$ cat src/rtl/fb_rect_writer.sv
// Frame RAM port-B rectangle filler: writes one colour index into a clipped rectangle,
// one pixel per accepted write, with stall support via wr_ready.
module fb_rect_writer #(
  parameter int unsigned H_RES = 640,
  parameter int unsigned V_RES = 480,
  parameter int unsigned AW    = 19
) (
  input  logic          procClock,
  input  logic          rst,
  input  logic          start,
  input  logic [9:0]    rect_x,
  input  logic [8:0]    rect_y,
  input  logic [9:0]    rect_w,
  input  logic [8:0]    rect_h,
  input  logic [7:0]    fill_index,
  input  logic          wr_ready,
  output logic          wr_en,
  output logic [AW-1:0] wr_addr,
  output logic [7:0]    wr_data,
  output logic          busy,
  output logic          done,
  output logic [18:0]   pix_count
);

  localparam logic [10:0]   HResX = 11'(H_RES);
  localparam logic [9:0]    HResC = 10'(H_RES);
  localparam logic [9:0]    VResY = 10'(V_RES);
  localparam logic [8:0]    VResR = 9'(V_RES);
  localparam logic [AW-1:0] HResA = AW'(H_RES);

  typedef enum logic [1:0] {StIdle, StSetup, StFill, StDone} state_e;

  state_e        state_q, state_d;
  logic [9:0]    x_q, x_d, w_q, w_d, col_q, col_d, x_end_q, x_end_d;
  logic [8:0]    y_q, y_d, h_q, h_d, row_q, row_d, y_end_q, y_end_d;
  logic [AW-1:0] row_base_q, row_base_d, wr_addr_q, wr_addr_d;
  logic [7:0]    wr_data_q, wr_data_d;
  logic          wr_en_q, wr_en_d, busy_q, busy_d, done_q, done_d;
  logic [18:0]   pix_count_q, pix_count_d;

  logic [10:0]   x_sum;
  logic [9:0]    y_sum;
  logic [9:0]    x_clip;
  logic [8:0]    y_clip;
  logic          empty;
  logic [AW-1:0] y_base;
  logic          write_ok;

  always_comb begin
    x_sum    = {1'b0, x_q} + {1'b0, w_q};
    y_sum    = {1'b0, y_q} + {1'b0, h_q};
    x_clip   = (x_sum > HResX) ? HResC : x_sum[9:0];
    y_clip   = (y_sum > VResY) ? VResR : y_sum[8:0];
    empty    = (w_q == 10'd0) || (h_q == 9'd0) || (x_q >= HResC) || (y_q >= VResR);
    // y*640 as y*512 + y*128
    y_base   = (AW'(y_q) << 9) + (AW'(y_q) << 7);
    write_ok = wr_en_q & wr_ready;
  end

  always_comb begin
    state_d     = state_q;
    x_d         = x_q;
    y_d         = y_q;
    w_d         = w_q;
    h_d         = h_q;
    col_d       = col_q;
    row_d       = row_q;
    x_end_d     = x_end_q;
    y_end_d     = y_end_q;
    row_base_d  = row_base_q;
    wr_addr_d   = wr_addr_q;
    wr_data_d   = wr_data_q;
    wr_en_d     = wr_en_q;
    busy_d      = busy_q;
    done_d      = 1'b0;
    pix_count_d = pix_count_q;

    unique case (state_q)
      StIdle: begin
        if (start) begin
          x_d         = rect_x;
          y_d         = rect_y;
          w_d         = rect_w;
          h_d         = rect_h;
          wr_data_d   = fill_index;
          pix_count_d = 19'd0;
          busy_d      = 1'b1;
          state_d     = StSetup;
        end
      end
      StSetup: begin
        x_end_d = x_clip;
        y_end_d = y_clip;
        if (empty) begin
          done_d  = 1'b1;
          state_d = StDone;
        end else begin
          row_base_d = y_base;
          col_d      = x_q;
          row_d      = y_q;
          wr_addr_d  = y_base + AW'(x_q);
          wr_en_d    = 1'b1;
          state_d    = StFill;
        end
      end
      StFill: begin
        // Outputs hold while the RAM stalls; advance only on a completed write.
        if (write_ok) begin
          pix_count_d = pix_count_q + 19'd1;
          if (col_q == x_end_q - 10'd1) begin
            if (row_q == y_end_q - 9'd1) begin
              wr_en_d = 1'b0;
              done_d  = 1'b1;
              state_d = StDone;
            end else begin
              col_d      = x_q;
              row_d      = row_q + 9'd1;
              row_base_d = row_base_q + HResA;
              wr_addr_d  = row_base_q + HResA + AW'(x_q);
            end
          end else begin
            col_d     = col_q + 10'd1;
            wr_addr_d = wr_addr_q + AW'(1);
          end
        end
      end
      StDone: begin
        busy_d  = 1'b0;
        state_d = StIdle;
      end
      default: state_d = StIdle;
    endcase
  end

  always_ff @(posedge procClock) begin
    if (rst) begin
      state_q     <= StIdle;
      x_q         <= '0;
      y_q         <= '0;
      w_q         <= '0;
      h_q         <= '0;
      col_q       <= '0;
      row_q       <= '0;
      x_end_q     <= '0;
      y_end_q     <= '0;
      row_base_q  <= '0;
      wr_addr_q   <= '0;
      wr_data_q   <= '0;
      wr_en_q     <= 1'b0;
      busy_q      <= 1'b0;
      done_q      <= 1'b0;
      pix_count_q <= '0;
    end else begin
      state_q     <= state_d;
      x_q         <= x_d;
      y_q         <= y_d;
      w_q         <= w_d;
      h_q         <= h_d;
      col_q       <= col_d;
      row_q       <= row_d;
      x_end_q     <= x_end_d;
      y_end_q     <= y_end_d;
      row_base_q  <= row_base_d;
      wr_addr_q   <= wr_addr_d;
      wr_data_q   <= wr_data_d;
      wr_en_q     <= wr_en_d;
      busy_q      <= busy_d;
      done_q      <= done_d;
      pix_count_q <= pix_count_d;
    end
  end

  assign wr_en     = wr_en_q;
  assign wr_addr   = wr_addr_q;
  assign wr_data   = wr_data_q;
  assign busy      = busy_q;
  assign done      = done_q;
  assign pix_count = pix_count_q;

endmodule

$ cat config.mk
export PLATFORM = sky130hd
export DESIGN_NAME = fb_rect_writer
export DESIGN_NICKNAME = d
export VERILOG_FILES = /design/src/rtl/fb_rect_writer.sv
export SDC_FILE = /design/constraint.sdc
export NUM_CORES = 1
export LEC_CHECK = 0
export CORE_MARGIN = 3
export CORE_UTILIZATION = 50
export DETAILED_ROUTE_END_ITERATION = 7
export PLACE_DENSITY = 0.81
export SLEW_MARGIN = 15
export SYNTH_ARGS = -nofsm -noshare
export SYNTH_HDL_FRONTEND = slang
export SYNTH_SLANG_ARGS = --single-unit
$ cat constraint.sdc
create_clock -name procClock -period 8.3 [get_ports procClock]
set_input_delay 1.66 -clock procClock [delete_from_list [all_inputs] [get_ports procClock]]
set_output_delay 1.66 -clock procClock [all_outputs]
set_load 0.005 [all_outputs]
### Word level (Yosys, flattened, before mapping)

Index checks and enable logic that the tools add are counted.
W data, S select, Z words.

| word-level totals | value |
|---|---|
| register bits | 146 |
| latch bits | 0 |
| bits in writable memories | 0 |
| ROM bits | 0 |
| input port bits | 50 |
| memories kept | 0 |

| operators by class | value |
|---|---|
| add/sub/neg operators | 12 |
| $mul | 0 |
| divide/modulo/power cells | 0 |
| $lt $le $gt $ge | 4 |
| eq/ne operators | 12 |
| shift operators | 0 |
| muxes and demuxes | 43 |
| bitwise gates (word level) | 1 |
| reductions and logical operators | 16 |

Operators by type and width:

| kind | number |
|---|---|
| $mux W19 | 10 |
| $pmux W19 S2 | 3 |
| $mux W10 | 5 |
| $mux W9 | 5 |
| $add A19 B1 Y19 const B | 2 |
| $add A19 B10 Y19 | 2 |
| $pmux W10 S2 | 1 |
| $add A18 B16 Y19 | 1 |
| $add A19 B10 Y19 const B | 1 |
| $pmux W9 S2 | 1 |
| $ne A2 B2 Y1 const B | 6 |
| $add A10 B10 Y11 | 1 |
| $gt A11 B10 Y1 const B | 1 |
| $add A10 B1 Y10 const B | 1 |
| $add A9 B9 Y10 | 1 |
| $eq A10 B10 Y1 | 1 |
| $ge A10 B10 Y1 const B | 1 |
| $gt A10 B9 Y1 const B | 1 |
| $logic_not A10 Y1 | 1 |
| $mux W1 | 10 |
| $reduce_and A5 Y1 | 2 |
| $sub A10 B1 Y10 const B | 1 |
| $add A9 B1 Y9 const B | 1 |
| $eq A9 B9 Y1 | 1 |
| 16 further kinds | 28 |

### Depth between registers and ports, before layout

Gate-level depths: netlist (run 1).

| logic depth | value |
|---|---|
| depth after elaboration | 6 |
| depth in mapped cells | 13 |

### Worst setup path before layout (run 1)

No wires, ideal clock.

| path | value |
|---|---|
| kind | input to register |
| start point | in wr_ready |
| end point | reg pix_count_q[11] (netlist: pix_count[11]) |
| setup time | 0.072 ns |
| data arrival time | 3.119 ns |
| required time | 8.228 ns |
| slack | 5.109 ns |
| cell stages on the path | 7 |
| path buffers | 1 |
| cell sequence | nand2_1 a21oi_1 nand4_1 or2_2 clkbuf_1 or3_1 a21oi_1 |

| on the way | value |
|---|---|
| cells in the longest elaborated chain, start to end | 3 |

Ends and longest elaborated chain:

| element | RTL line | source |
|---|---|---|
| start, declared | 16 | `input logic wr_ready,` |
| $and A1 B1 Y1 | 57 | `write_ok = wr_en_q & wr_ready;` |
| $ne A2 B2 Y1 (no source line) | -- |  |
| $reduce_and A3 Y1 (no source line) | -- |  |
| end signal, assigned | 169 | `pix_count_q <= pix_count_d;` |
| end, declared | 39 | `logic [18:0] pix_count_q, pix_count_d;` |

No other way between the ends.
A chain may end at the register's enable or synchronous reset.

### Worst setup path after layout (run 1)

| path | value |
|---|---|
| start point | reg x_end_q[0] |
| end point | reg wr_addr_q[17] (netlist: wr_addr[17]) |

| on the way | value |
|---|---|
| cells in the longest elaborated chain, start to end | 5 |
| elaborated cells between the ends (all ways) | 7 |
| those cells by class | 1 x add/sub; 2 x eq/ne; 3 x mux; 1 x reduce/logical |

Ends and longest elaborated chain:

| element | RTL line | source |
|---|---|---|
| start, declared | 34 | `logic [9:0] x_q, x_d, w_q, w_d, col_q, col_d, x_end_q, x_end_d;` |
| start signal, assigned | 161 | `x_end_q <= x_end_d;` |
| $sub A10 B1 Y10 (*) | 110 | `if (col_q == x_end_q - 10'd1) begin` |
| $eq A10 B10 Y1 (*) | 110 |  |
| $mux W19 | 110 |  |
| $mux W19 | 108 | `if (write_ok) begin` |
| $pmux W19 S2 | 78 | `unique case (state_q)` |
| end signal, assigned | 164 | `wr_addr_q <= wr_addr_d;` |
| end, declared | 36 | `logic [AW-1:0] row_base_q, row_base_d, wr_addr_q, wr_addr_d;` |

Every way passes the cells marked *; elsewhere a longest branch is shown, timed or not. The select of a mux whose other input is x is not followed.

==> out/qor.txt, run 1 <==
WP data required - 8620 ps
Initial antenna violation count - 0
FF/Latch Area - 2780 um^2
Unique masters post-synth - 74
Post-synth EDFFs - 0
Cells after synthesis - 1161
Yosys Warn Count - 0
Crit path capture type - flop
Synth Area per Inst - 7.68 um^2
ANT cells - 0
CP arrival - 4220 ps
Die area - 19500 um^2
Worst Max-Slew Pin Slew - 1100 ps
Commonest non-fill, non-tap cells in the layout - nand2_1 (162), dfxtp_1 (139), a21oi_1 (126)
PostCTS Resize Cnt - 0
Via count - 8678
Cell Rows - 48
Startpoint types - flop
Core Footprint - 17400 um^2
Post-synth top area share - 31.2%
GRT Util Overall - 24.1%
Most used cell, CP - a311o_1
Buffers on Ports - 98
VDD IR max - 196 uV
Design area - 10600 um^2
Skew final - 9.89 ps
Max Fclk - 256 MHz
Slew headroom - 26.8%
Initial core utilization - 51.4%
Clock sinks - 139
CTS buffer count - 17
Root Driver - clkbuf_16
Syn nets - 1259
Clk buf depth - 2
Worst path cell trace - inv_1 > ha_1 > nor3b_2 > a21boi_0 > or4_1 > a311o_1 > or2_4 > o31ai_4 > a2111oi_0 > a311o_1
Slowest-stage cell, CP - o31ai_4
Vias in the first global route - 8116
Routed wire length - 23800 um
Fillers - 1541
Nets - 1319
Final setup fails - 0
Main area contributors after synthesis - dfxtp_1 (31%), a21oi_1 (7.1%), nand2_1 (6.8%), ha_1 (6.2%), xnor2_1 (4.7%)
Worst-path maximum fanout - 29
Fin. Hold Viols - 0
Leak - 4.06 nW
Die W - 140 um
Post-cts hold buffer count - 0
Most common cell after layout, fill and taps aside - nand2_1
FFs w/ async S/R, synth - 0%
Pin count of the biggest net entering global routing - 64
# DRC - 0
CTS tree - built
Final period utilization - 47.0%
Post-DR vias/cell - 5.96
Final slew viol count - 0
Multi-input gate area - 5820 um^2
I/O pins - 99
Setup TNS Final - 0 ps
H-tree Lvls - 4
PwrDens - 293 nW/um^2
Hold crit path type - reg -> reg
Mapped cell area - 8910 um^2
Starting DRC count in detailed routing - 767
Post-route insts no fill - 1457
Layout cells sized above 1 - 4.55%
Critical Path Max Stage Delay - 940 ps
Crit-path leading delay family - compound AO/OA/AOI/OAI gates
Dpl cells - 1427
Skew-Pair Late Insertion Delay - 430 ps
Layout overhead on the synthesized area - 19.2%
HPWL Detailed - 16900 um
Final min period - 3900 ps
Part of the Yosys area used for sequential elements - 31.2%
GRT overflow - 0
#FFs+latches synth - 139
Die height - 140 um
Post-DP Area - 10000 um^2
Final ANT Viol Nets - 0
Clock Pin Slew Worst Setup and Hold Paths - 60 ps
Maxcap violations - 0
Commonest register cell after synthesis - dfxtp_1
Critical path class - reg -> reg
CP bufs+invs - 1
RSZ-0062 raised after global routing - false
Post-CTS Setup Inserts - 0
Tot Pwr - 3.11 mW
First-pass GRT wire length - 39400 um
Status - completed
Wire length per cell - 16.3 um
Final Wtd Congestion - 0.869
Pre-antenna DRT Iters - 5
Largest area contributor in the netlist - dfxtp_1
[registers in the layout (all words and copies together) (netlist names), 10 cells and up]
register and cells:
col_q 10, wr_addr 19, pix_count 19, x_end_q 10
x_q 10, row_base_q 12, w_q 10
[tightest hold or removal path, cell delays in order, from the launching register on]
cell and delay [ps]:
dfxtp_1 300, nand2_1 50, a21oi_1 50
[metal layers]
metal  up-vias  part of all wire, %  global-route usage (%)
met5         -                    0                       0
met4         0                  2.0                    7.93
met3        37                  5.1                    3.81
met2       253                   48                    40.8
met1      4074                   44                    31.5
li1       4314                    -                       -
[metrics by stage]
| stage | hold slack, ps | utilization [%] | setup slack [ps] |
|---|---|---|---|
| 2_1_floorplan | 444 | - | 5110 |
| 3_3_place_gp | 441 | 57.6 | 4410 |
| 3_5_place_dp | 447 | 57.6 | 4340 |
| 4_1_cts | 455 | 61.2 | 4500 |
| 5_1_grt | 489 | 61.2 | 4210 |
| 6_report | 452 | 61.2 | 4400 |
[area by class of cell]
| type | count | share of cell area [%] |
|---|---|---|
| flip-flops and latches | 139 | 26.2 |
| repair buffers | 106 | 9.77 |
| clock inverters | 6 | 1.02 |
| multi-input cells | 932 | 54.8 |
| clock buffers | 24 | 4.72 |
| well taps | 225 | 2.65 |
| inverters | 25 | 0.883 |
[cell usage after synthesis, types with 5 or more instances]
cell type and count:
a211oi_1 12, a21o_1 14, a21oi_1 126, a22o_1 11, a31oi_1 13, and2_1 9
and3_1 19, buf_1 7, clkbuf_1 53, dfxtp_1 139, ha_1 44, inv_1 25
mux2i_1 11, nand2_1 162, nand2b_1 6, nand3_1 37, nand4_1 17, nor2_1 90
nor2b_1 10, nor3_1 41, nor3b_1 5, nor4_1 9, o211ai_1 11, o21ai_0 70
o21bai_1 5, o31ai_1 7, o32ai_1 12, or3_1 12, xnor2_1 48, xor2_1 43
[worst paths after layout]
kind         slack [ps]               startpoint                       end  cells after the start
max reg2reg        4400  x_end_q[0]$_SDFFE_PP0P_  wr_addr[17]$_SDFFE_PP0P_                     10
min reg2reg         450  wr_data[0]$_SDFFE_PP0P_   wr_data[0]$_SDFFE_PP0P_                      2
min                 450  wr_data[0]$_SDFFE_PP0P_   wr_data[0]$_SDFFE_PP0P_                      2
max                4400  x_end_q[0]$_SDFFE_PP0P_  wr_addr[17]$_SDFFE_PP0P_                     10
[kinds of logic after synthesis]
| group | count (synthesis) | share of synthesized area, % |
|---|---|---|
| xor+xnor | 91 | 8.94 |
| buf+inv | 90 | 3.93 |
| compound gates | 335 | 23.6 |
| simple gates | 443 | 23.6 |
| fa+ha+maj | 49 | 7.19 |
| other cells | 1 | 0.0421 |
| flops | 139 | 31.2 |
| mux | 13 | 1.49 |
[where the power goes]
group	internal (mW)	switching (mW)	total [mW]
logic	0.558	0.789	1.35
registers	0.792	0.180	0.972
clock network	0.509	0.286	0.795
No activity file was read; power rests on OpenSTA's default activity.
==> run 2, diff against run 1 <==
clock period = 3.9 ns   (was 8.3 ns; I/O delays follow)
==> run 2 against run 1 <==
Net effect:
- register-to-register slack worse by 4000 ps
- global-route usage up 0.31 points
- clock-buffer cell count down 6
- sequential power up 110%
- first-iteration DRC count up 4.0%
- total power up 110%
- combinational power up 120%
- flip-flop and latch count unchanged
- design area up 0.18%
- critical path type unchanged
==> out/qor.txt, run 2 (synthesized netlist as in run 1, its figures left out) <==
Skew final - 10.6 ps (+0.745 ps)
Initial core utilization - 51.4% (unchanged)
CTS buffer count - 17 (unchanged)
Layout cells sized above 1 - 5.09% (+0.54 points)
Core Footprint - 17400 um^2 (unchanged)
Startpoint types - flop
Critical Path Max Stage Delay - 640 ps (-300 ps)
Post-CTS Setup Inserts - 0 (unchanged)
Skew-Pair Late Insertion Delay - 430 ps (about the same)
RSZ-0062 raised after global routing - false
Worst-path maximum fanout - 30 (+3.4%)
Slowest-stage cell, CP - o31a_1
Final Wtd Congestion - 0.887 (+2.0%)
I/O pins - 99 (unchanged)
Final min period - 3500 ps (-408 ps)
Post-DR vias/cell - 6.02 (+1.1%)
Commonest non-fill, non-tap cells in the layout - nand2_1 (162), dfxtp_1 (139), a21oi_1 (126)
H-tree Lvls - 4 (unchanged)
Initial antenna violation count - 0 (unchanged)
Die height - 140 um (unchanged)
Crit path capture type - flop
Worst R2R Path Depth - 10 (unchanged)
Clk buf depth - 2 (unchanged)
Layout overhead on the synthesized area - 19.4%
Fin. Hold Viols - 0 (unchanged)
Crit path from - x_end_q[0]$_SDFFE_PP0P_
Final slew viol count - 0 (unchanged)
WHS - 452 ps (-0.0410 ps)
Setup TNS Final - 0 ps (unchanged)
Worst path cell trace - inv_1 > ha_1 > nor3b_2 > a21boi_0 > or4_1 > a311o_1 > or2_4 > o31a_1 > o21ai_0 > a41oi_1
Cell Rows - 48 (unchanged)
Status - completed
Worst path depth - 10 (unchanged)
CP arrival - 3750 ps (-470 ps)
CP bufs+invs - 1 (unchanged)
Worst reg2reg setup slack - 400 ps (-3990 ps)
Pre-antenna DRT Iters - 5 (unchanged)
VDD IR max - 547 uV (+180%)
Hold crit path type - reg -> reg
Final ANT Viol Nets - 0 (unchanged)
Via count - 8812 (+1.5%)
ANT cells - 0 (unchanged)
Most common cell after layout, fill and taps aside - nand2_1
Buffers on Ports - 98 (unchanged)
PwrDens - 625 nW/um^2 (+110%)
GRT Util Overall - 24.4% (+0.31 points)
Vias in the first global route - 8207 (+1.1%)
GRT overflow - 0 (unchanged)
First-pass GRT wire length - 39900 um (+1.2%)
Nets - 1323 (+0.30%)
HPWL Detailed - 17100 um (+1.4%)
Final period utilization - 89.6% (+43 points)
Leak - 4.07 nW (+0.15%)
Starting DRC count in detailed routing - 798 (+4.0%)
Die W - 140 um (unchanged)
CTS tree - built
Slew headroom - 31.3% (+4.5 points)
Crit-path leading delay family - compound AO/OA/AOI/OAI gates
Max Fclk - 286 MHz (+12%)
Routed wire length - 24200 um (+1.7%)
Worst r2r src - x_end_q[0]$_SDFFE_PP0P_
Critical path class - reg -> reg
Worst Max-Slew Pin Slew - 1030 ps (-68.0 ps)
# DRC - 0 (unchanged)
Fillers - 1486 (-3.6%)
Wire length per cell - 16.6 um (+1.3%)
Die area - 19500 um^2 (unchanged)
Final setup fails - 0 (unchanged)
Root Driver - clkbuf_16
Crit path to - wr_addr[2]$_SDFFE_PP0P_
Pin count of the biggest net entering global routing - 56 (-13%)
Maxcap violations - 0 (unchanged)
Post-cts hold buffer count - 0 (unchanged)
Clock Pin Slew Worst Setup and Hold Paths - 60 ps (about the same)
PostCTS Resize Cnt - 0 (unchanged)
WP data required - 4150 ps (-4470 ps)
Crit Reg-Reg Endpoint - wr_addr[2]$_SDFFE_PP0P_
Clock sinks - 139 (unchanged)
[run 2: changes by cell type in the layout (fill, tap and decap cells not counted), moves of 2 or more]
cell and delta:
clkinv_4 +4, clkinvlp_4 +3, clkbuf_1 -2, buf_4 +4, clkbuf_8 -4
[run 2: worst register-to-register path: stages (launching register included)]
cell      delay, ps
dfxtp_1         360
inv_1            80
ha_1            170
nor3b_2         290
a21boi_0        170
or4_1           490
a311o_1         390
or2_4           360
o31a_1          650
o21ai_0         310
a41oi_1          60
[run 2: through the flow]
stage               power [mW]  area, um^2  util (%)  cells  worst slack (ps)
finish                    6.66       10600      61.3   1463               405
detailed placement        4.95       10000      57.8   1431               445
CTS                       6.64       10600      61.3   1463               419
global route              7.10       10600      61.3   1463               113
floorplan                 4.12        8910         -   1161               871
global placement          4.86       10000      57.8   1431               558
[run 2: power breakdown]
part | internal (mW) | total (mW) | leakage (nW) | switching (mW)
clock | 1.02 | 1.67 | 0.292 | 0.643
sequential | 1.69 | 2.08 | 1.13 | 0.395
combinational | 1.21 | 2.91 | 2.64 | 1.70
[run 2: worst min-delay path by stage]
stage	start	end	cells past startpoint
after floorplan	row_base_q[18]$_SDFFE_PP0P_	row_base_q[18]$_SDFFE_PP0P_	2
after global placement	wr_data[0]$_SDFFE_PP0P_	wr_data[0]$_SDFFE_PP0P_	2
after detailed placement	wr_data[0]$_SDFFE_PP0P_	wr_data[0]$_SDFFE_PP0P_	2
after CTS	wr_data[5]$_SDFFE_PP0P_	wr_data[5]$_SDFFE_PP0P_	2
after global routing	wr_data[5]$_SDFFE_PP0P_	wr_data[5]$_SDFFE_PP0P_	2
final	wr_data[0]$_SDFFE_PP0P_	wr_data[0]$_SDFFE_PP0P_	2
[run 2: cell type report]
type                       count  area, um^2  area share, %
clock buffer                  18         439           4.13
timing repair buffer         110        1070           10.0
sequential                   139        2780           26.1
clock inverter                14         171           1.61
multi-input combinational    932        5810           54.6
tap                          225         282           2.64
inverter                      25        93.8          0.881
[run 2: layer usage]
layer / global-route usage, % / vias to the layer above / share of wire, %
met2: 42.1 / 247 / 48
met5: 0 / - / 0
li1: - / 4319 / -
met4: 8.44 / 0 / 2.3
met1: 30.6 / 4184 / 44
met3: 4.60 / 62 / 4.9
==> run 3, diff against run 2 <==
HOLD_SLACK_MARGIN = 0.02   (was not set)
==> results of run 3 <==
The final DEF is identical to that of run 2; final timing and power are the same.
